### src/rtl/acfir_ntt_loader.sv
// Sample-to-beat loader for the NTT stage: packs four samples per 48-bit word,
// zero-pads short frames to a fixed beat count, then sequences start/run/done.
module acfir_ntt_loader #(
  parameter int N       = 128,
  parameter int SW      = 12,
  parameter int BEATS   = 8 * N / 32,
  parameter int RUN_CYC = 8 * ($clog2(N) + 1)
) (
  input  logic            clk,
  input  logic            rst,
  input  logic            s_valid,
  input  logic [SW-1:0]   s_data,
  input  logic            s_last,
  output logic            s_ready,
  output logic [4*SW-1:0] din,
  output logic            load,
  output logic            start,
  output logic            busy,
  output logic            frame_done,
  output logic            frame_err
);

  localparam int SCW = $clog2(N + 1);
  localparam int BCW = (BEATS > 1) ? $clog2(BEATS) : 1;
  localparam int RCW = (RUN_CYC > 1) ? $clog2(RUN_CYC) : 1;

  localparam logic [SCW-1:0] SAMP_MAX  = SCW'(N);
  localparam logic [SCW-1:0] SAMP_LAST = SCW'(N - 1);
  localparam logic [BCW-1:0] BEAT_LAST = BCW'(BEATS - 1);
  localparam logic [RCW-1:0] RUN_LAST  = RCW'(RUN_CYC - 1);

  typedef enum logic [1:0] {FILL, PAD, START, RUN} state_t;

  state_t            state_q, state_d;
  logic [SCW-1:0]    samp_cnt_q, samp_cnt_d;
  logic [1:0]        lane_q, lane_d;
  logic [3*SW-1:0]   pack_q, pack_d;
  logic [BCW-1:0]    beat_cnt_q, beat_cnt_d;
  logic              full_q, full_d;
  logic [4*SW-1:0]   din_q, din_d;
  logic              load_q, load_d;
  logic              err_q, err_d;
  logic [RCW-1:0]    run_cnt_q, run_cnt_d;

  logic              ready_int;
  logic              accept;
  logic              final_samp;
  logic              emit;
  logic [4*SW-1:0]   merged;

  assign ready_int  = (state_q == FILL) && (samp_cnt_q < SAMP_MAX);
  assign accept     = s_valid && ready_int;
  assign final_samp = (samp_cnt_q == SAMP_LAST);

  always_ff @(posedge clk) begin
    if (rst) begin
      state_q    <= FILL;
      samp_cnt_q <= '0;
      lane_q     <= '0;
      pack_q     <= '0;
      beat_cnt_q <= '0;
      full_q     <= 1'b0;
      din_q      <= '0;
      load_q     <= 1'b0;
      err_q      <= 1'b0;
      run_cnt_q  <= '0;
    end else begin
      state_q    <= state_d;
      samp_cnt_q <= samp_cnt_d;
      lane_q     <= lane_d;
      pack_q     <= pack_d;
      beat_cnt_q <= beat_cnt_d;
      full_q     <= full_d;
      din_q      <= din_d;
      load_q     <= load_d;
      err_q      <= err_d;
      run_cnt_q  <= run_cnt_d;
    end
  end

  always_comb begin
    state_d    = state_q;
    samp_cnt_d = samp_cnt_q;
    lane_d     = lane_q;
    pack_d     = pack_q;
    beat_cnt_d = beat_cnt_q;
    full_d     = full_q;
    din_d      = din_q;
    load_d     = 1'b0;
    err_d      = err_q;
    run_cnt_d  = run_cnt_q;
    emit       = 1'b0;

    // Current beat so far plus the incoming sample; lanes above it read as zero.
    merged = '0;
    for (int j = 0; j < 3; j++) begin
      if (j < int'(lane_q)) merged[SW*j +: SW] = pack_q[SW*j +: SW];
    end
    merged[SW*int'(lane_q) +: SW] = s_data;

    case (state_q)
      FILL: begin
        if (accept) begin
          pack_d     = merged[3*SW-1:0];
          lane_d     = lane_q + 2'd1;
          samp_cnt_d = samp_cnt_q + SCW'(1);
          if (s_last != final_samp) err_d = 1'b1;
          if ((lane_q == 2'd3) || s_last || final_samp) begin
            emit  = 1'b1;
            din_d = merged;
          end
          if (s_last || final_samp) begin
            state_d = PAD;
            lane_d  = '0;
          end
        end
      end
      PAD: begin
        // full_q means the final beat is on din this cycle; start follows it.
        if (full_q) begin
          state_d = START;
        end else begin
          emit  = 1'b1;
          din_d = '0;
        end
      end
      START: begin
        state_d    = RUN;
        beat_cnt_d = '0;
        full_d     = 1'b0;
        run_cnt_d  = '0;
      end
      RUN: begin
        if (run_cnt_q == RUN_LAST) begin
          state_d    = FILL;
          err_d      = 1'b0;
          samp_cnt_d = '0;
          lane_d     = '0;
          pack_d     = '0;
          run_cnt_d  = '0;
        end else begin
          run_cnt_d = run_cnt_q + RCW'(1);
        end
      end
      default: state_d = FILL;
    endcase

    if (emit) begin
      load_d = 1'b1;
      if (beat_cnt_q == BEAT_LAST) full_d = 1'b1;
      else beat_cnt_d = beat_cnt_q + BCW'(1);
    end
  end

  // Outputs are forced quiet while reset is held, not just after the edge.
  assign s_ready    = !rst && ready_int;
  assign load       = !rst && load_q;
  assign din        = rst ? '0 : din_q;
  assign start      = !rst && (state_q == START);
  assign busy       = !rst && (state_q != FILL);
  assign frame_done = !rst && (state_q == RUN) && (run_cnt_q == RUN_LAST);
  assign frame_err  = frame_done && err_q;

endmodule
### config.mk
export PLATFORM = sky130hd
export DESIGN_NAME = acfir_ntt_loader
export DESIGN_NICKNAME = d
export VERILOG_FILES = /design/src/rtl/acfir_ntt_loader.sv
export SDC_FILE = /design/constraint.sdc
export NUM_CORES = 1
export LEC_CHECK = 0
export ABC_AREA = 1
export BUFFER_PORTS_ARGS = -buffer_cell sky130_fd_sc_hd__buf_4
export CAP_MARGIN = 20
export CORE_MARGIN = 1
export CORE_UTILIZATION = 59
export CTS_CLUSTER_DIAMETER = 120
export DETAILED_ROUTE_END_ITERATION = 8
export GPL_ROUTABILITY_DRIVEN = 0
export PLACE_DENSITY_LB_ADDON = 0.05
export SLEW_MARGIN = 20
export SYNTH_ARGS = -nofsm -noshare
export SYNTH_HDL_FRONTEND = slang
export SYNTH_SLANG_ARGS = --single-unit
export TNS_END_PERCENT = 5
### constraint.sdc
create_clock -name clk -period 3 [get_ports clk]
set_input_delay 0 -clock clk [delete_from_list [all_inputs] [get_ports clk]]
set_output_delay 0 -clock clk [all_outputs]
set_load 0.05 [all_outputs]
==> Word-level counts from Yosys, hierarchy flattened <==
Index checks and enable logic that the tools add are counted.
{ "totals": {"mem_bits_rw": 0, "inputBits": 16, "register_bits": 110, "word_cells": 99, "romBits": 0, "out_inout_bits": 54, "mem_count": 0, "latch_bits": 0} }
{ "classes": {"order_cmp": 4, "addsub": 5, "bitwise": 0, "shift": 2, "muxes": 40, "n_mul": 1, "n_reduce_logical": 22, "n_eq_ne": 15, "n_div": 0} }
{ "ops": {"columns": ["op", "n"], "rows": [
  ["$mux 48", 4],
  ["$pmux 48 s2", 1],
  ["$mux 36", 2],
  ["$pmux 36 s2", 1],
  ["$bwmux 48", 1],
  ["$shift 12x33->48 const A", 1],
  ["$shiftx 12x33->48", 1],
  ["$mux 12", 3],
  ["$neg 6->33", 1],
  ["$mux 8", 2],
  ["$pmux 8 s2", 1],
  ["$mux 5", 3],
  ["$mux 2", 6],
  ["$pmux 6 s2", 1],
  ["$reduce_and 4->1", 3],
  ["$mux 1", 10],
  ["$logic_and 1x1->1", 9],
  ["$add 8x1->8 const B", 1],
  ["$eq 8x7->1 const B", 1],
  ["$lt 8x8->1 const B", 1],
  ["$ne 2x2->1 const B", 4],
  ["$pmux 2 s4", 1],
  ["$reduce_bool 2->1", 4],
  ["$add 6x1->6 const B", 1],
  ["18 further kinds", 26]
]} }

==> Depth between registers and ports, before layout <==
Gate-level depths: netlist (run 1).
{ "logic_depth": {"depth_word": 7, "depth_mapped": 12, "ltp_nobuf": 10} }

==> Least setup slack after synthesis (run 1) <==
OpenSTA, ideal clock, no wires.
{ "synth_path": {"path_type": "reg2reg", "startpoint": "register lane_q[1]", "endpoint": "register pack_q[12]", "t_arrival_ns": 2.016, "path_buffers": 2, "synth_period_minus_slack_ns": 2.148, "required_time_ns": 2.868, "stages_incl_launch_ff": 13, "setup_ns": 0.132, "path_slack_ns": 0.852, "path_cell_list": "dfxtp_1 -> clkbuf_1 -> inv_1 -> ha_1 -> nor2_4 -> inv_2 -> nand2_2 -> buf_6 -> nand2_1 -> nand3_1 -> nand2_1 -> nand2_1 -> a21oi_1"} }
{ "synth_between": {"elab_chain_cells": 6, "word_cells_on_any_way": 9, "cone_classes": "1 x add/sub; 1 x mul; 1 x order compare; 2 x shift; 4 x mux"} }
{ "synth_lines": {"columns": ["item", "line", "source"], "rows": [
  ["start, declared", "36", "logic [1:0] lane_q, lane_d;"],
  ["start signal, assigned", "70", "lane_q <= lane_d;"],
  ["$mul 2x2->4", "99", "merged[SW*int'(lane_q) +: SW] = s_data;"],
  ["$neg 6->33", "99", null],
  ["$shiftx 12x33->48 / $shift 12x33->48 (equally long branches)", "99", null],
  ["$bwmux 48 (*)", "99", null],
  ["$mux 36 (*)", "103", "if (accept) begin"],
  ["$pmux 36 s2 (*)", "101", "case (state_q)"],
  ["end signal, assigned", "71", "pack_q <= pack_d;"],
  ["end, declared", "37", "logic [3*SW-1:0] pack_q, pack_d;"]
]} }
Mark *: on every way between the ends. The rest lies on a longest branch, timed or not. The select of a mux whose other input is x is not followed.
A chain may end at the register's enable or synchronous reset.

==> Worst setup path in the final report (run 1) <==
{ "layout_path": {"startpoint": "register lane_q[1]", "endpoint": "register din_q[44]"} }
{ "layout_between": {"elab_chain_cells": 7, "word_cells_on_any_way": 13, "cone_classes": "1 x add/sub; 1 x mul; 2 x eq/ne; 2 x shift; 4 x mux; 3 x reduce/logical"} }
{ "layout_lines": {"columns": ["item", "line", "source"], "rows": [
  ["$mul 2x2->4", "99", null],
  ["$neg 6->33", "99", null],
  ["$shiftx 12x33->48 / $shift 12x33->48 (equally long branches)", "99", null],
  ["$bwmux 48", "99", null],
  ["$mux 48", "108", "if ((lane_q == 2'd3) || s_last || final_samp) begin"],
  ["$mux 48", "103", null],
  ["$pmux 48 s2", "101", null],
  ["end signal, assigned", "74", "din_q <= din_d;"],
  ["end, declared", "40", "logic [4*SW-1:0] din_q, din_d;"]
]} }
Parallel ways exist; a longest one is shown, timed or not. The select of a mux whose other input is x is not followed.

==> summary.md, run 1 <==
| Metric | Value |
|---|---|
| Number of synthesized register bits | `110` |
| Syn Area/Cell | `roughly 6.4 um^2` |
| First-pass GRT wire length | `between 20000 and 30000 um` |
| # fillers | `886` |
| Nets | `just over 1000` |
| Hpwl dp | `10900 um` |
| Max-Slew Margin vs Limit | `between 40% and 50%` |
| Total grt overflow | `0` |
| Worst EP required | `3.31 ns` |
| Total negative slack | `0 ns` |
| Peak Freq | `between 400 and 500 MHz` |
| Remaining DRCs | `0` |
| DRT antenna net count | `0` |
| Clk pin slew, worst setup/hold paths | `~0.11 ns` |
| Cell leakage power | `0.00304 uW` |
| Starting Density | `between 60 and 70%` |
| Outcome | `finished clean` |
| Post-route setup slack | `around 0.52 ns` |
| Post-synth top flop | `dfxtp_1` |
| Synth warnings | `0` |
| Skew final | `between 0.01 and 0.015 ns` |
| Die width | `103 um` |
| CTS Buffer Depth | `2` |
| Initial antenna violation count | `0` |
| Worst Tran Pin Value | `0.759 ns` |
| Final Setup Violations | `0` |
| Pins over their slew limit | `0` |
| Max VDD drop | `approximately 0.48 mV` |
| Crit end category | `flip-flop` |
| Synth Net Count | `~980` |
| Power Dens Cells | `around 680 mW/mm^2` |
| Crit path DAT | `about 2.8 ns` |
| H-Tree Depth | `3` |
| Max-cap violations | `0` |
| Root Buffer | `clkbuf_8` |
| Final hold viol count | `0` |
| Total CTS buffers | `9` |
| DR WL/cell | `roughly 14 um` |
| Final min period | `approximately 2.5 ns` |
| DP Worst Slack | `approximately 0.65 ns` |
| TritonRoute pass-1 iters | `5` |
| Pin count of the biggest net entering global routing | `75` |
| Vias per inst | `5.43` |
| Die area | `~0.011 mm^2` |
| Via count | `6101` |
| Antenna diode count | `0` |
| Area Overhead vs Synth | `11.8%` |
| Worst setup SP type | `flip-flop` |
| Total Routing Usage GR | `between 30% and 40%` |
| Reg area | `between 0.002 and 0.0025 mm^2` |
| TritonCTS clock tree | `built` |
| Crit path kind | `flip-flop to flip-flop` |
| Sink Count | `110` |
| Die Ht | `roughly 100 um` |
| Async SR Flop Fraction | `0%` |
| Core area | `approximately 0.0099 mm^2` |
| Post-synth EDFFs | `0` |
| Tcrit/Tclk final | `between 80% and 90%` |
| Vias in the first global route | `around 5400` |
| Crit Path Max Fanout | `33` |
| Buffers on Ports | `69` |
| Sequential share of the synthesized area | `between 30 and 40%` |
| Yosys cell types | `35` |
| FP Rows | `36` |
| Layout cell share with drive strength beyond 1 | `12.9%` |
| CTS resizes | `0` |
| Mapped Area | `around 0.006 mm^2` |
| Hold Crit Class | `input pin to flip-flop` |
| I/O Pins | `70` |
| Total power | `approximately 4600 uW` |
| Final WL | `15600 um` |
| Clk_lat worst skew | `just under 0.4 ns` |
| Iter 0 DRT Violations | `around 400` |
| RSZ-0062 raised after global routing | `no` |
| Post-Synthesis Cells | `about 950` |
| Area of the multi-input gates | `between 0.003 and 0.004 mm^2` |
-- state kept, by name, indices dropped and copies added, names as in the netlist, 2 cells and up --
register	count
samp_cnt_q	8
lane_q	2
pack_q	36
state_q	2
beat_cnt_q	5
din_q	48
run_cnt_q	6
-- final cells by class --
class	instances	area share, %
well taps	133	2.47
repair buffers	77	8.60
clock inverters	7	1.41
clock buffers	9	1.84
inverters	100	5.56
multi-input cells	687	47.5
flip-flops and latches	110	32.6
-- path summary, 6_finish.rpt --
path	from	endpoint	slack, ns	cells past startpoint
setup / recovery	lane_q[1]	din_q[44]	0.52	10
setup reg to reg	lane_q[1]	din_q[44]	0.52	10
hold / removal	rst	beat_cnt_q[4]	0.03	2
hold reg to reg	err_q	err_q	0.47	2
-- logic make-up after synthesis --
group	synth area share, %
simple gates	39.4
compound gates	9.26
buf+inv	10.4
mux	0.373
xor+xnor	0.725
flops	36.5
fa+ha+maj	3.31
-- cell usage after synthesis (all sizes together), types with 2 or more instances --
library cell,instances,area share [%]
a21oi,57,4.7
buf,28,2.9
clkbuf,21,1.3
dfxtp,110,36
ha,16,3.3
inv,100,6.2
mux2,2,0.37
nand2,327,21
nand3,118,9.9
nand3b,2,0.25
nand4,7,0.93
nor2,104,7.2
nor3,5,0.50
o211ai,3,0.37
o21ai,31,2.9
o22ai,6,0.62
xnor2,2,0.29
xor2,3,0.44
-- layer usage --
metal	track usage, %	vias up	share of wire [%]
met5	0	-	0
met4	13.7	0	2.6
met3	3.29	42	6.4
met2	47.7	247	45
met1	42.0	2760	46
li1	-	3052	-
-- where the power goes --
group	leakage, uW	internal (uW)	switching (uW)
clock	0.000110	474	530
combinational	0.00204	480	1460
sequential	0.000890	1600	66.5
-- metrics by stage --
stage | hold slack, ns | cell area (um^2) | std cells | util [%]
2_1_floorplan | 0.197 | 6040 | 946 | -
3_3_place_gp | 0.372 | 6520 | 1106 | 66.1
3_5_place_dp | 0.377 | 6520 | 1106 | 66.1
4_1_cts | 0.0345 | 6750 | 1123 | 68.4
5_1_grt | 0.0613 | 6750 | 1123 | 68.4
6_report | 0.0268 | 6750 | 1123 | 68.4
-- what timing repair did --
action | CTS | global route
setup buffers | 0 | 0
hold endpoints to repair | 1 | 0
hold buffers | 1 | 0
-- worst max-delay path, cell delays in order, from the launching register on --
cell and delay, ns:
dfxtp_1 0.39, buf_4 0.23, inv_1 0.11, ha_1 0.24
inv_2 0.42, nand2_1 0.11, nor2_1 0.18, nand4_1 0.10
inv_1 0.27, nand3_1 0.18, o21ai_0 0.17
-- placed cells by master, fill, tap and decap left out, types with 9 or more instances in the layout --
cell type / n
nand2_1: 321
nand3_1: 116
dfxtp_1: 110
nor2_1: 97
inv_1: 91
buf_4: 76
a21oi_1: 57
o21ai_0: 18
ha_1: 16
inv_2: 9
clkbuf_8: 9
Note: power is estimated with default switching activity, not from simulation.
==> run 2, diff against run 1 <==
--- a/config.mk
+++ b/config.mk
@@ -5,11 +5,11 @@
 export SDC_FILE = /design/constraint.sdc
 export NUM_CORES = 1
 export LEC_CHECK = 0
-export ABC_AREA = 1
+export ABC_AREA = 0
 export BUFFER_PORTS_ARGS = -buffer_cell sky130_fd_sc_hd__buf_4
 export CAP_MARGIN = 20
 export CORE_MARGIN = 1
-export CORE_UTILIZATION = 59
+export CORE_UTILIZATION = 52
 export CTS_CLUSTER_DIAMETER = 120
 export DETAILED_ROUTE_END_ITERATION = 8
 export GPL_ROUTABILITY_DRIVEN = 0
==> constraint.sdc (replaced) <==
create_clock -name clk -period 2 [get_ports clk]
set_input_delay 0 -clock clk [delete_from_list [all_inputs] [get_ports clk]]
set_output_delay 0 -clock clk [all_outputs]
set_load 0.05 [all_outputs]
==> run 2 against run 1 <==
Effect of this change:
- non-clock buffer count increased by 72
- count of clock-buffer cells in the layout rose by 1
- setup slack got worse by 0.61 ns
- the run now ends with negative setup slack left
- sequential power is 49% higher
- critical path depth down 1
- die area up 4.0%
- maximum frequency grew 19%
- synthesized cell count decreased by 36%
==> summary.md, run 2 <==
| Metric | Value |
|---|---|
| RSZ-0062 raised after global routing | `yes (was no)` |
| Worst setup SP type | `flip-flop (unchanged)` |
| Outcome | `finished with violations (was finished clean)` |
| Internal | `4270 uW (was 2550 uW)` |
| Worst path top cell family by delay | `buffers and inverters (unchanged)` |
| Nets | `757 (was 1017)` |
| Crit end category | `flip-flop (unchanged)` |
| Hold Crit Class | `input pin to flip-flop (unchanged)` |
| H-Tree Depth | `3 (unchanged)` |
| Vias per inst | `6.21 (was 5.43)` |
| Regs by FF count | `din_q x48, pack_q x36, samp_cnt_q x8 (unchanged)` |
| Final min period | `2.09 ns (was 2.48 ns)` |
| Peak Freq | `479 MHz (was 403 MHz)` |
| Worst EP required | `2.33 ns (was 3.31 ns)` |
| Max-cap violations | `0 (unchanged)` |
| Core area | `0.0103 mm^2 (was 0.00986 mm^2)` |
| I/O Pins | `70 (unchanged)` |
| Failing checks | `negative setup slack` |
| Clk_lat worst skew | `0.38 ns (was 0.39 ns)` |
| Initial antenna violation count | `0 (unchanged)` |
| Hold Path Stages | `3 (was 2)` |
| Mapped Area | `0.00554 mm^2 (was 0.00604 mm^2)` |
| Crit path kind | `flip-flop to flip-flop (unchanged)` |
| Top cells by area, synth | `dfxtp_1, o2bb2ai_1, nor2b_1 (was dfxtp_1, nand2_1, nand3_1)` |
| Buffers on Ports | `69 (unchanged)` |
| Clk network pwr share | `20.8% (was 21.8%)` |
| TritonCTS clock tree | `built (unchanged)` |
| Final WL | `16000 um (was 15600 um)` |
| CP peak stage delay | `0.38 ns (was 0.42 ns)` |
| Crit path from | `lane_q[0] (was lane_q[1])` |
| Max FFs per register | `48 (unchanged)` |
| Syn Area/Cell | `9.10 um^2 (was 6.38 um^2)` |
| Starting Density | `53.7% (was 61.2%)` |
| Tcrit/Tclk final | `104% (was 82.6%)` |
| Net Sw Frac | `40.2% (was 44.6%)` |
| Crit path DAT | `2.42 ns (was 2.79 ns)` |
| Max VDD drop | `0.697 mV (was 0.479 mV)` |
| Seq pwr share | `34.5% (was 36.1%)` |
| Vias in the first global route | `5021 (was 5360)` |
| Synth Net Count | `641 (was 978)` |
| Cell accounting for the most synthesized area | `dfxtp_1 (unchanged)` |
| Most common cell in the synthesized netlist | `dfxtp_1 (was nand2_1)` |
| Most common cell after layout, fill and taps aside | `buf_4 (was nand2_1)` |
| Root Buffer | `clkbuf_8 (unchanged)` |
| Antenna diode count | `0 (unchanged)` |
| Gate power share | `44.6% (was 42.1%)` |
| TritonRoute pass-1 iters | `6 (was 5)` |
| Total Routing Usage GR | `29.0% (was 30.3%)` |
| Hpwl dp | `11300 um (was 10900 um)` |
| Crit Path Max Fanout | `4 (was 33)` |
| Via count | `5370 (was 6101)` |
| Post-synth top flop | `dfxtp_1 (unchanged)` |
| Remaining DRCs | `0 (unchanged)` |
| Crit-path most repeated cell | `buf_6 (was inv_1)` |
| Placed insts | `842 (was 1106)` |
| Critical-path cell list | `clkinvlp_4, ha_4, buf_4, buf_6, or3b_4, a21oi_4, buf_6, or3b_1, a41o_1 (was buf_4, inv_1, ha_1, inv_2, nand2_1, nor2_1, nand4_1, inv_1, nand3_1, o21ai_0)` |
| Skew final | `0.00955 ns (was 0.0122 ns)` |
| Synth top area share | `39.8% (was 36.5%)` |
| Total CTS buffers | `9 (unchanged)` |
| Most frequent cells in the layout | `buf_4, dfxtp_1, nor2b_1, o21ai_1, o2bb2ai_1 (was nand2_1, nand3_1, dfxtp_1, nor2_1, inv_1)` |
| Area Overhead vs Synth | `30.8% (was 11.8%)` |
| Critical Path Slowest Stage Cell | `or3b_4 (was inv_2)` |
| Die Ht | `105 um (was 103 um)` |
| Buf+Inv Stages, Crit Path | `4 (unchanged)` |
| Net Switching | `2870 uW (was 2060 uW)` |
| Reg2reg end | `din_q[28] (was din_q[44])` |
| R2R cell count | `9 (was 10)` |
| Final Setup Violations | `12 (was 0)` |
| Commonest cells post-synth | `dfxtp_1, nor2b_1, o21ai_1, o2bb2ai_1, a21oi_1 (was nand2_1, nand3_1, dfxtp_1, nor2_1, inv_1)` |
| Clk pin slew, worst setup/hold paths | `0.10 ns (was 0.11 ns)` |
| Cell leakage power | `0.00275 uW (was 0.00304 uW)` |
| CTS Buffer Depth | `2 (unchanged)` |
| First-pass GRT wire length | `25600 um (was 25100 um)` |
| Pin count of the biggest net entering global routing | `66 (was 75)` |
| Pins over their slew limit | `0 (unchanged)` |
| Async SR Flop Fraction | `0% (unchanged)` |
| # fillers | `834 (was 886)` |
| FP Rows | `37 (was 36)` |
| DRT antenna net count | `0 (unchanged)` |
| Yosys cell types | `68 (was 35)` |
| Post-synth EDFFs | `0 (unchanged)` |
| Worst hold endpoint | `pack_q[21] (was beat_cnt_q[4])` |
| Sequential share of the synthesized area | `39.8% (was 36.5%)` |
| Worst Tran Pin Value | `0.466 ns (was 0.759 ns)` |
| Die area | `0.0111 mm^2 (was 0.0106 mm^2)` |
| Post-route setup slack | `-0.0890 ns (was 0.521 ns)` |
| DR WL/cell | `18.5 um (was 13.9 um)` |
| Sink Count | `110 (unchanged)` |
| Reg-to-reg slack, setup | `-0.09 ns (was 0.52 ns)` |
| Power Dens Cells | `986 mW/mm^2 (was 683 mW/mm^2)` |
| Critical R2R Launch | `lane_q[0] (was lane_q[1])` |
| Iter 0 DRT Violations | `486 (was 404)` |
| Total grt overflow | `0 (unchanged)` |
| DP Worst Slack | `-0.0191 ns (was 0.646 ns)` |
| Non-filler cells, final | `865 (was 1123)` |
| Die width | `105 um (was 103 um)` |
| Max-Slew Margin vs Limit | `68.9% (was 49.4%)` |
| Synth warnings | `0 (unchanged)` |
| Layout cell share with drive strength beyond 1 | `31.4% (was 12.9%)` |
| Final hold viol count | `0 (unchanged)` |
| Number of synthesized register bits | `110 (unchanged)` |
| Top reg by flops | `din_q (unchanged)` |
| Post-Synthesis Cells | `609 (was 946)` |
| Hold_sp | `s_data[9] (was rst)` |
-- run 2: logic make-up (layout without fill, tap and decap cells) --
| kind of cell | Yosys count | count (layout) | share of synthesized area, % |
|---|---|---|---|
| AO/OA/AOI/OAI | 234 | 234 | 30.7 |
| XOR/XNOR | 1 | 1 | 0.294 |
| adder cells (fa/ha/maj) | 16 | 16 | 3.61 |
| buffers and inverters | 59 | 179 | 4.22 |
| flip-flops | 110 | 110 | 39.8 |
| multiplexers | 7 | 7 | 1.27 |
| AND/OR/NAND/NOR | 182 | 182 | 20.1 |
-- run 2: layout make-up --
class / count / area, um^2 / share of cell area [%]
Inverter: 15 / 60.1 / 0.829
Multi-Input combinational cell: 440 / 3370 / 46.5
Timing Repair Buffer: 149 / 1220 / 16.9
Clock buffer: 10 / 138 / 1.90
Clock inverter: 5 / 81.3 / 1.12
Sequential cell: 110 / 2210 / 30.5
Tap cell: 136 / 170 / 2.35
-- run 2: per-layer routing --
layer	up-vias	GRT usage [%]	wire [um]
met5	-	0	0
met4	0	12.0	339
met3	26	3.22	855
met2	180	43.9	7160
met1	2610	41.9	7660
li1	2554	-	-
-- run 2: metrics by stage --
step / hold slack [ns] / setup TNS (ns) / area [um^2] / power (uW) / utilization, %
finish: 0.00145 / -0.353 / 7250 / 7150 / 70.2
detailed placement: 0.340 / -0.0439 / 6710 / 5410 / 65.0
global placement: 0.343 / 0 / 6710 / 5320 / 65.0
global route: 0.00641 / -3.11 / 7250 / 7490 / 70.2
CTS: 0.00181 / -0.00797 / 6980 / 6900 / 67.6
floorplan: 0.180 / -2.21 / 5600 / 4310 / -
-- run 2: worst max-delay path by stage --
stage	endpoint	slack [ns]	cells after the start
after floorplan	din_q[46]	-0.14	8
after global placement	din_q[35]	0.006	9
after detailed placement	state_q[0]	-0.02	8
after CTS	din_q[46]	-0.005	6
after global routing	din_q[30]	-0.14	7
final	din_q[28]	-0.09	9
-- run 2: what timing repair did --
item / 4_1_cts / 5_1_grt
setup buffers: 0 / 5
setup endpoints to repair: 14 / 96
resized for setup: 6 / 57
hold endpoints to repair: 5 / 0
hold buffers: 3 / 0
pin swaps: 2 / 21
-- run 2: worst reg2reg max path, stage by stage, from the launching register on --
cell        delay [ns]
dfxtp_2           0.37
clkinvlp_4        0.14
ha_4              0.28
buf_4             0.16
buf_6             0.13
or3b_4            0.38
a21oi_4           0.20
buf_6             0.13
or3b_1            0.10
a41o_1            0.16
-- run 2: power groups by stage --
stage                     registers (uW)  clock network (uW)  logic [uW]
after global routing                2490                1590        3410
after CTS                           2460                1510        2930
final                               2470                1490        3190
after detailed placement            2500                   0        2900
after global placement              2490                   0        2830
after floorplan                     2480                   0        1830
